$ cat src/rtl/wta_pkg.sv
// Shared types and helpers for the winner-take-all spike generator.
// State encoding plus one-hot decode helpers with lowest-set-bit priority.
package wta_pkg;

    typedef enum logic [1:0] {
        ST_IDLE    = 2'd0,
        ST_FIRE    = 2'd1,
        ST_REFRACT = 2'd2
    } state_t;

    function automatic logic [1:0] onehot4_to_bin(input logic [3:0] v);
        logic [1:0] b;
        b = 2'd0;
        if (v[0])      b = 2'd0;
        else if (v[1]) b = 2'd1;
        else if (v[2]) b = 2'd2;
        else if (v[3]) b = 2'd3;
        return b;
    endfunction

    function automatic logic [3:0] lowest_onehot4(input logic [3:0] v);
        return v & (~v + 4'd1);
    endfunction

endpackage

$ cat src/rtl/wta_spike_gen_if.sv
// Comparator-result input, spike/inhibit outputs and counter readout of the WTA stage.
// master drives the comparator side; slave is the spike generator.
interface wta_spike_gen_if #(
    parameter int p_width = 19,
    parameter int p_cnt_w = 8
);
    logic               i_valid;
    logic [p_width-1:0] i_result;
    logic [3:0]         i_index;
    logic [p_width-1:0] i_threshold;
    logic               i_clr_cnt;
    logic [1:0]         i_cnt_sel;
    logic [3:0]         o_spike;
    logic               o_inhibit;
    logic [1:0]         o_winner;
    logic               o_busy;
    logic               o_drop;
    logic [p_cnt_w-1:0] o_cnt;

    modport master (
        output i_valid, i_result, i_index, i_threshold, i_clr_cnt, i_cnt_sel,
        input  o_spike, o_inhibit, o_winner, o_busy, o_drop, o_cnt
    );

    modport slave (
        input  i_valid, i_result, i_index, i_threshold, i_clr_cnt, i_cnt_sel,
        output o_spike, o_inhibit, o_winner, o_busy, o_drop, o_cnt
    );
endinterface

$ cat src/rtl/wta_spike_gen_sat_counter.sv
// Saturating up-counter, one edge per update; clr dominates inc.
// No backpressure: inc beyond the maximum value is absorbed.
module sat_counter #(
    parameter int p_cnt_w = 8
) (
    input  logic               i_clk,
    input  logic               i_rst_n,
    input  logic               inc,
    input  logic               clr,
    output logic [p_cnt_w-1:0] count
);
    logic [p_cnt_w-1:0] count_q, count_d;

    always_comb begin
        count_d = count_q;
        if (clr)
            count_d = '0;
        else if (inc && (count_q != {p_cnt_w{1'b1}}))
            count_d = count_q + 1'b1;
    end

    always_ff @(posedge i_clk or negedge i_rst_n) begin
        if (!i_rst_n) count_q <= '0;
        else          count_q <= count_d;
    end

    assign count = count_q;
endmodule

$ cat src/rtl/wta_spike_gen.sv
// WTA firing stage: valid at edge N gives a one-cycle spike+inhibit in cycle N+1, then refractory.
// No buffering: valids arriving while busy are discarded and flagged on o_drop one cycle later.
module wta_spike_gen
    import wta_pkg::*;
#(
    parameter int p_width  = 19,
    parameter int p_refrac = 4,
    parameter int p_cnt_w  = 8
) (
    input  logic           i_clk,
    input  logic           i_rst_n,
    wta_spike_gen_if.slave bus
);
    localparam int P_RC_W = (p_refrac > 1) ? $clog2(p_refrac) : 1;
    localparam logic [P_RC_W-1:0] RC_LOAD = (p_refrac > 0) ? P_RC_W'(p_refrac - 1) : '0;

    state_t              state_q, state_d;
    logic [P_RC_W-1:0]   refrac_q, refrac_d;
    logic [3:0]          spike_q, spike_d;
    logic [1:0]          winner_q, winner_d;
    logic                drop_q, drop_d;
    logic [p_width-1:0]  result, threshold;
    logic                busy, fire_cond;
    logic [3:0]          inc;
    logic [p_cnt_w-1:0]  cnt [4];

    assign result    = bus.i_result;
    assign threshold = bus.i_threshold;
    assign busy      = (state_q != ST_IDLE);
    assign fire_cond = bus.i_valid && (bus.i_index != 4'd0) && (result >= threshold);

    always_comb begin
        state_d  = state_q;
        refrac_d = refrac_q;
        spike_d  = spike_q;
        winner_d = winner_q;
        drop_d   = bus.i_valid && busy;
        case (state_q)
            ST_IDLE: begin
                if (fire_cond) begin
                    state_d  = ST_FIRE;
                    spike_d  = lowest_onehot4(bus.i_index);
                    winner_d = onehot4_to_bin(bus.i_index);
                end
            end
            ST_FIRE: begin
                if (p_refrac == 0) begin
                    state_d = ST_IDLE;
                end else begin
                    state_d  = ST_REFRACT;
                    refrac_d = RC_LOAD;
                end
            end
            ST_REFRACT: begin
                if (refrac_q == '0) state_d  = ST_IDLE;
                else                refrac_d = refrac_q - 1'b1;
            end
            default: state_d = ST_IDLE;
        endcase
    end

    always_ff @(posedge i_clk or negedge i_rst_n) begin
        if (!i_rst_n) begin
            state_q  <= ST_IDLE;
            refrac_q <= '0;
            spike_q  <= 4'd0;
            winner_q <= 2'd0;
            drop_q   <= 1'b0;
        end else begin
            state_q  <= state_d;
            refrac_q <= refrac_d;
            spike_q  <= spike_d;
            winner_q <= winner_d;
            drop_q   <= drop_d;
        end
    end

    // The counter bumps on the edge that closes the FIRE cycle.
    assign inc = (state_q == ST_FIRE) ? spike_q : 4'd0;

    for (genvar k = 0; k < 4; k++) begin : g_cnt
        sat_counter #(.p_cnt_w(p_cnt_w)) u_cnt (
            .i_clk  (i_clk),
            .i_rst_n(i_rst_n),
            .inc    (inc[k]),
            .clr    (bus.i_clr_cnt),
            .count  (cnt[k])
        );
    end

    assign bus.o_spike   = (state_q == ST_FIRE) ? spike_q : 4'd0;
    assign bus.o_inhibit = (state_q == ST_FIRE);
    assign bus.o_winner  = winner_q;
    assign bus.o_busy    = busy;
    assign bus.o_drop    = drop_q;
    assign bus.o_cnt     = cnt[bus.i_cnt_sel];
endmodule

$ cat src/flat_wrapper.sv
// flat-port wrapper written by rule: the top's interface ports become plain ports
module wta_spike_gen_flat import wta_pkg::*;
#(
    parameter int p_width  = 19,
    parameter int p_refrac = 4,
    parameter int p_cnt_w  = 8
)
  (i_clk, i_rst_n, bus_i_valid, bus_i_result, bus_i_index, bus_i_threshold, bus_i_clr_cnt, bus_i_cnt_sel, bus_o_spike, bus_o_inhibit, bus_o_winner, bus_o_busy, bus_o_drop, bus_o_cnt);
  wta_spike_gen_if #(.p_width(p_width), .p_cnt_w(p_cnt_w)) bus_i ();
  input  logic i_clk;
  input  logic i_rst_n;
  input wire logic [$bits(bus_i.i_valid)-1:0] bus_i_valid;
  input wire logic [$bits(bus_i.i_result)-1:0] bus_i_result;
  input wire logic [$bits(bus_i.i_index)-1:0] bus_i_index;
  input wire logic [$bits(bus_i.i_threshold)-1:0] bus_i_threshold;
  input wire logic [$bits(bus_i.i_clr_cnt)-1:0] bus_i_clr_cnt;
  input wire logic [$bits(bus_i.i_cnt_sel)-1:0] bus_i_cnt_sel;
  output wire logic [$bits(bus_i.o_spike)-1:0] bus_o_spike;
  output wire logic [$bits(bus_i.o_inhibit)-1:0] bus_o_inhibit;
  output wire logic [$bits(bus_i.o_winner)-1:0] bus_o_winner;
  output wire logic [$bits(bus_i.o_busy)-1:0] bus_o_busy;
  output wire logic [$bits(bus_i.o_drop)-1:0] bus_o_drop;
  output wire logic [$bits(bus_i.o_cnt)-1:0] bus_o_cnt;
  assign bus_i.i_valid = bus_i_valid;
  assign bus_i.i_result = bus_i_result;
  assign bus_i.i_index = bus_i_index;
  assign bus_i.i_threshold = bus_i_threshold;
  assign bus_i.i_clr_cnt = bus_i_clr_cnt;
  assign bus_i.i_cnt_sel = bus_i_cnt_sel;
  assign bus_o_spike = bus_i.o_spike;
  assign bus_o_inhibit = bus_i.o_inhibit;
  assign bus_o_winner = bus_i.o_winner;
  assign bus_o_busy = bus_i.o_busy;
  assign bus_o_drop = bus_i.o_drop;
  assign bus_o_cnt = bus_i.o_cnt;
  wta_spike_gen #(.p_width(p_width), .p_refrac(p_refrac), .p_cnt_w(p_cnt_w)) u_core (.i_clk(i_clk), .i_rst_n(i_rst_n), .bus(bus_i));
endmodule
$ cat config.mk
export PLATFORM = sky130hd
export DESIGN_NAME = wta_spike_gen_flat
export DESIGN_NICKNAME = d
export VERILOG_FILES = /design/src/rtl/wta_pkg.sv /design/src/rtl/wta_spike_gen_if.sv /design/src/rtl/wta_spike_gen_sat_counter.sv /design/src/rtl/wta_spike_gen.sv /design/src/flat_wrapper.sv
export SDC_FILE = /design/constraint.sdc
export NUM_CORES = 1
export LEC_CHECK = 0
export CORE_MARGIN = 10
export CORE_UTILIZATION = 46
export CTS_CLUSTER_SIZE = 25
export DETAILED_ROUTE_END_ITERATION = 7
export PLACE_DENSITY = 0.86
export SLEW_MARGIN = 5
export SYNTH_ARGS = -nofsm -noshare
export SYNTH_HDL_FRONTEND = slang
export SYNTH_SLANG_ARGS = --single-unit
$ cat constraint.sdc
create_clock -name i_clk -period 1.8 [get_ports i_clk]
set_input_delay 0.18 -clock i_clk [delete_from_list [all_inputs] [get_ports i_clk]]
set_output_delay 0.18 -clock i_clk [all_outputs]
set_load 0.01 [all_outputs]
======== Word-level counts from Yosys, hierarchy flattened ========
Index checks and enable logic that the tools add are counted.
Widths: inputs -> output; s select.
word-level totals
  word-level logic and storage cells ...... 69
  bits in registers ....................... 43
cells by class
  reductions and logical operators ........ 19
  add/subtract/negate cells ............... 6
  magnitude comparators ................... 2
  bitwise logic cells ..................... 3
  multiplexer cells ....................... 21
  equal/unequal tests ..................... 9
operator list
  operator             number
  $mux 8               10
  $add 8x1->8 const B  4
  $ne 8x8->1 const B   4
  $ge 19x19->1         1
  $bmux 8 s2           1
  $mux 2               7
  $reduce_bool 2->1    6
  $logic_and 1x1->1    7
  $pmux 2 s3           1
  $reduce_and 2->1     3
  $add 4x1->4 const B  1
  $and 4x4->4          1
  $logic_not 2->1      2
  $mux 4               1
  $ne 2x1->1 const B   2
  $not 4->4            1
  $pmux 2 s2           1
  $reduce_bool 4->1    1
  $ge 3x3->1 const B   1
  $not 2->3            1
  $eq 2x1->1 const B   1
  $eq 2x2->1 const B   1
  $ne 2x2->1 const B   1
  $sub 2x1->2 const B  1

======== Depth between registers and ports, before layout ========
  depth in word-level cells ............... 5
  depth in mapped cells ................... 8
  depth with buffers taken out ............ 8

======== By module ========
Synthesis repeated with hierarchy kept, for this count alone.
unflattened totals
  cells, all modules ...................... 327
  area, all modules ....................... 3,072.9 um^2
by module, submodules not included
  module         area an instance (um^2)  cells an instance  instances
  sat_counter    464.2                    49                 4
  wta_spike_gen  1,216.2                  131                1

======== Worst setup path before layout ========
Ideal clock, no wire load.
  path type ............................... input-to-reg
  from .................................... in bus_i_threshold[4]
  to ...................................... reg u_core.spike_q[2]
  required time ........................... 1.678 ns
  library setup time ...................... 0.122 ns
  cell stages on the path ................. 8
  path slack .............................. -0.007 ns
  path buffers ............................ 0
  arrival ................................. 1.686 ns
  cell sequence ........................... inv_1 > ha_1 > a21oi_1 > o21ai_1 > a2111oi_2 > o211a_4 > nor2_2 > a32o_1
between the ends
  word-level cells in the longest chain between the ends .. 3
RTL lines
  what                               RTL line             text
  start, declared                    flat_wrapper.sv:15   input wire logic [$bits(bus_i.i_threshold)-1:0] bus_i_threshold;
  $ge 19x19->1                       wta_spike_gen.sv:30  assign fire_cond = bus.i_valid && (bus.i_index != 4'd0) && (result >= threshold);
  $logic_and 1x1->1                  wta_spike_gen.sv:30
  $reduce_and 2->1 (no source line)  --
  end signal, assigned               wta_spike_gen.sv:72  spike_q <= spike_d;
  end, declared                      wta_spike_gen.sv:19  logic [3:0] spike_q, spike_d;
No other way between the ends.
A chain may end at the register's enable or synchronous reset.

======== Final worst setup path ========
  from .................................... in bus_i_result[0]
  to ...................................... reg u_core.spike_q[2]
between the ends
  word-level cells in the longest chain between the ends .. 3
RTL lines
  what                               RTL line             text
  start, declared                    flat_wrapper.sv:13   input wire logic [$bits(bus_i.i_result)-1:0] bus_i_result;
  $ge 19x19->1                       wta_spike_gen.sv:30
  $logic_and 1x1->1                  wta_spike_gen.sv:30
  $reduce_and 2->1 (no source line)  --
No other way between the ends.

==> impl_results.md <==
* Setup slack, reg-to-reg at 0.10 ns
* Fin worst setup slack at -0.05242 ns
* Static leakage at 1.937 nW
* Top-Level Pins at 65
* Top_reg_cell synth: dfrtp_1
* Mapped Cells at 286
* Least-Margin Pin Slew at 0.4938 ns
* Async set-reset flop share out of synthesis at 100.0%
* Yosys top cell area share at 37.94%
* Vias in the first global route at 2,617
* Num CTS Buffers at 5
* Antenna Cells at 0
* Mapped Avg Cell Area at 9.918 µm²
* Slew Limit Headroom at 67.08%
* Max-cap violations at 0
* Ranking of synthesized cells by area: dfrtp_1 (38%), ha_1 (11%), xor2_1 (7.1%), mux4_2 (6.4%), nor2_1 (5.0%)
* Yosys cell types at 49
* Count of final setup violators at 1
* Post-Route WL at 8329 µm
* PwrDens at 666.3 mW/mm²
* CP Max Fanout at 6
* Initial antenna violation count at 0
* TritonRoute pass-1 iters at 4
* Worst r2r src: u_core.g_cnt[0].u_cnt.count[0]
* DIE AREA at 0.009707 mm²
* H-tree Lvls at 2
* CTS clk-pin slew, worst paths at 0.08 ns
* Clk_skew at 0.007809 ns
* Die Wd at 98.53 µm
* Seq/Total Area, Yosys at 37.94%
* Buffers added on ports at 64
* Number of synthesized flops with an enable pin at 0
* Setup CP Type: in -> reg
* Drc violations at 0
* Via count at 2,510
* Outcome: finished with violations
* Post-route cell area at 0.004043 mm²
* Gp weighted congestion at 0.8226
* WP data required at 1.99 ns
* CTS tree: done
* Fmax at 539.8 MHz
* CP Capture Point: u_core.spike_q[2]
* Critical Path Start: bus_i_result[0]
* Syn. warnings at 0
* Hold WC Path Type: in -> async
* Area grow syn2layout at 42.52%
* Core area at 0.005956 mm²
* Starting Density at 47.63%
* Clock sinks at 43
* Drt wl/cell at 18.47 µm
* # nets final at 449
* WP data arrival at 2.04 ns
* Period minus WS final at 1.852 ns
* Number of core rows at 28
* Gr usage total at 16.74%
* Netlist Area Pre-Place at 0.002836 mm²
* Crit. End Element: flip-flop
* Fin crit share at 102.9%
* Drt via density at 5.565
* Critical path launch point type: primary input
* RSZ-0062 raised after global routing: true
* Post-synth top area cell: dfrtp_1
* Worst-skew pair later-pin latency at 0.30 ns
* Post-Synthesis Net Count at 358
* Multi-input logic area at 0.001933 mm²
* Maximum vdd ir drop at 0.0005780 V
* Detailed Place HPWL at 5583 µm
* First-pass GRT wire length at 13,390 µm
* Failing checks: setup timing
* Reg2reg end: u_core.g_cnt[0].u_cnt.count[7]
* Share of cells above drive strength 1 at 35.37%
* Layout fillers at 416
* Hold WS at 0.3784 ns
* DRT iter0 DRCs at 163
* Clock root buffer: clkbuf_8
* Hold Fails Final Rpt at 0
* ANT nets after route at 0
* Die Ht at 98.53 µm
* Largest net degree at the start of global routing at 33
* Number of synthesized register bits at 43
* Clock Path Buffers at 2
* Register area at 0.001079 mm²
* Dpl cell area at 0.003674 mm²
* Total grt overflow at 0
* Max Slew Vio Count at 0
* Worst R2R Path Depth at 7
-- power by group --
part           internal [mW]  switching, mW
clock network          0.259          0.319
registers               1.07          0.103
logic                  0.482          0.459
-- cell type report --
cell class | count | share of cell area, %
clock buffer | 6 | 1.795
multi-input combinational | 208 | 47.82
sequential | 43 | 26.68
inverter | 25 | 2.321
tap | 75 | 2.321
timing repair buffer | 94 | 19.07
-- cells in the final DEF (no fill, tap or decap), types with 3 or more instances in the layout --
cell type / count
nand4_1: 13
clkbuf_8: 5
ha_4: 15
nor2_1: 36
ha_1: 6
a21oi_1: 7
and3_1: 8
clkbuf_2: 23
mux2i_1: 4
xnor2_1: 5
inv_2: 15
o21ai_0: 3
nand2_4: 3
dfrtp_1: 41
dlygate4sd2_1: 14
clkdlybuf4s50_1: 17
dlymetal6s2s_1: 5
inv_1: 10
nor3_1: 4
nand3_1: 4
mux4_2: 8
nand2_1: 17
xor2_1: 23
buf_4: 27
ha_2: 3
a21o_1: 3
-- state kept, by name, indices dropped and copies added (netlist names) --
name	count
u_core.bus.o_drop	1
u_core.bus.o_winner	2
u_core.g_cnt.u_cnt.count	32
u_core.refrac_q	2
u_core.spike_q	4
u_core.state_q	2
-- synth_stat cells (2+ instances only) --
master,count
buf_4,5
o311a_2,2
nor2_1,38
nor3_1,6
o311ai_1,2
and2_1,2
a21oi_1,10
o21ai_0,4
xor2_1,23
or3_1,2
nor2b_1,3
xnor2_1,5
dfrtp_1,43
and3_1,8
mux2i_1,4
mux4_2,8
nand3_1,4
clkbuf_1,3
inv_1,25
a21o_1,3
ha_1,24
a31oi_4,2
nand4_1,13
a31oi_1,2
nand2_1,21
-- kinds of logic (layout without fill, tap and decap cells) --
| kind of cell | count (synthesis) | count (layout) | synth area share [%] |
|---|---|---|---|
| muxes | 12 | 12 | 7.764 |
| and+or+nand+nor | 105 | 105 | 18.40 |
| buffers and inverters | 35 | 125 | 5.337 |
| AOI/OAI and AO/OA | 39 | 39 | 11.34 |
| adders and majority gates | 24 | 24 | 10.59 |
| xor gates and xnor gates | 28 | 28 | 8.646 |
| DFF | 43 | 43 | 37.94 |
-- worst max-delay path, cell delays in order --
cell             delay, ns
clkdlybuf4s50_1       0.46
inv_1                 0.04
ha_1                  0.27
nand2b_4              0.14
a21o_1                0.20
a21oi_4               0.21
o211a_4               0.23
nor2_4                0.06
a32o_2                0.26
-- metal layers --
metal  up-vias  track usage, %  share of wire [%]
met1      1240           18.75                 40
met3        16           4.190                5.6
met5         -               0                  0
li1       1185               -                  -
met4         0           6.174                1.9
met2        69           29.85                 53
-- through the flow --
stage	power (mW)	util [%]	cells	setup WS, ns	TNS [ns]
floorplan	1.580	-	286	0.01052	0
global placement	1.911	61.68	432	-0.5468	-5.185
detailed placement	1.953	61.68	432	-0.6123	-5.856
CTS	2.648	67.63	448	0.003748	0
global route	2.859	67.88	451	-0.08438	-0.2352
finish	2.694	67.88	451	-0.05242	-0.05242
-- worst min path at each step --
stage	startpoint	end	slack, ns
floorplan	i_rst_n	u_core.bus.o_drop	-0.12
global placement	i_rst_n	u_core.spike_q[0]	0.15
detailed placement	i_rst_n	u_core.spike_q[0]	0.16
CTS	i_rst_n	u_core.bus.o_drop	0.37
global route	i_rst_n	u_core.bus.o_winner[0]	0.41
finish	i_rst_n	u_core.bus.o_drop	0.38
-- what timing repair did --
item | CTS | global route
resized for setup | 93 | 70
endpoints found under the setup margin | 20 | 17
hold buffers | 1 | 0
pin swaps | 36 | 27
hold endpoints to repair | 18 | 0
cloned | 0 | 0
buffers inserted | 9 | 3
Note: power is estimated with default switching activity, not from simulation.
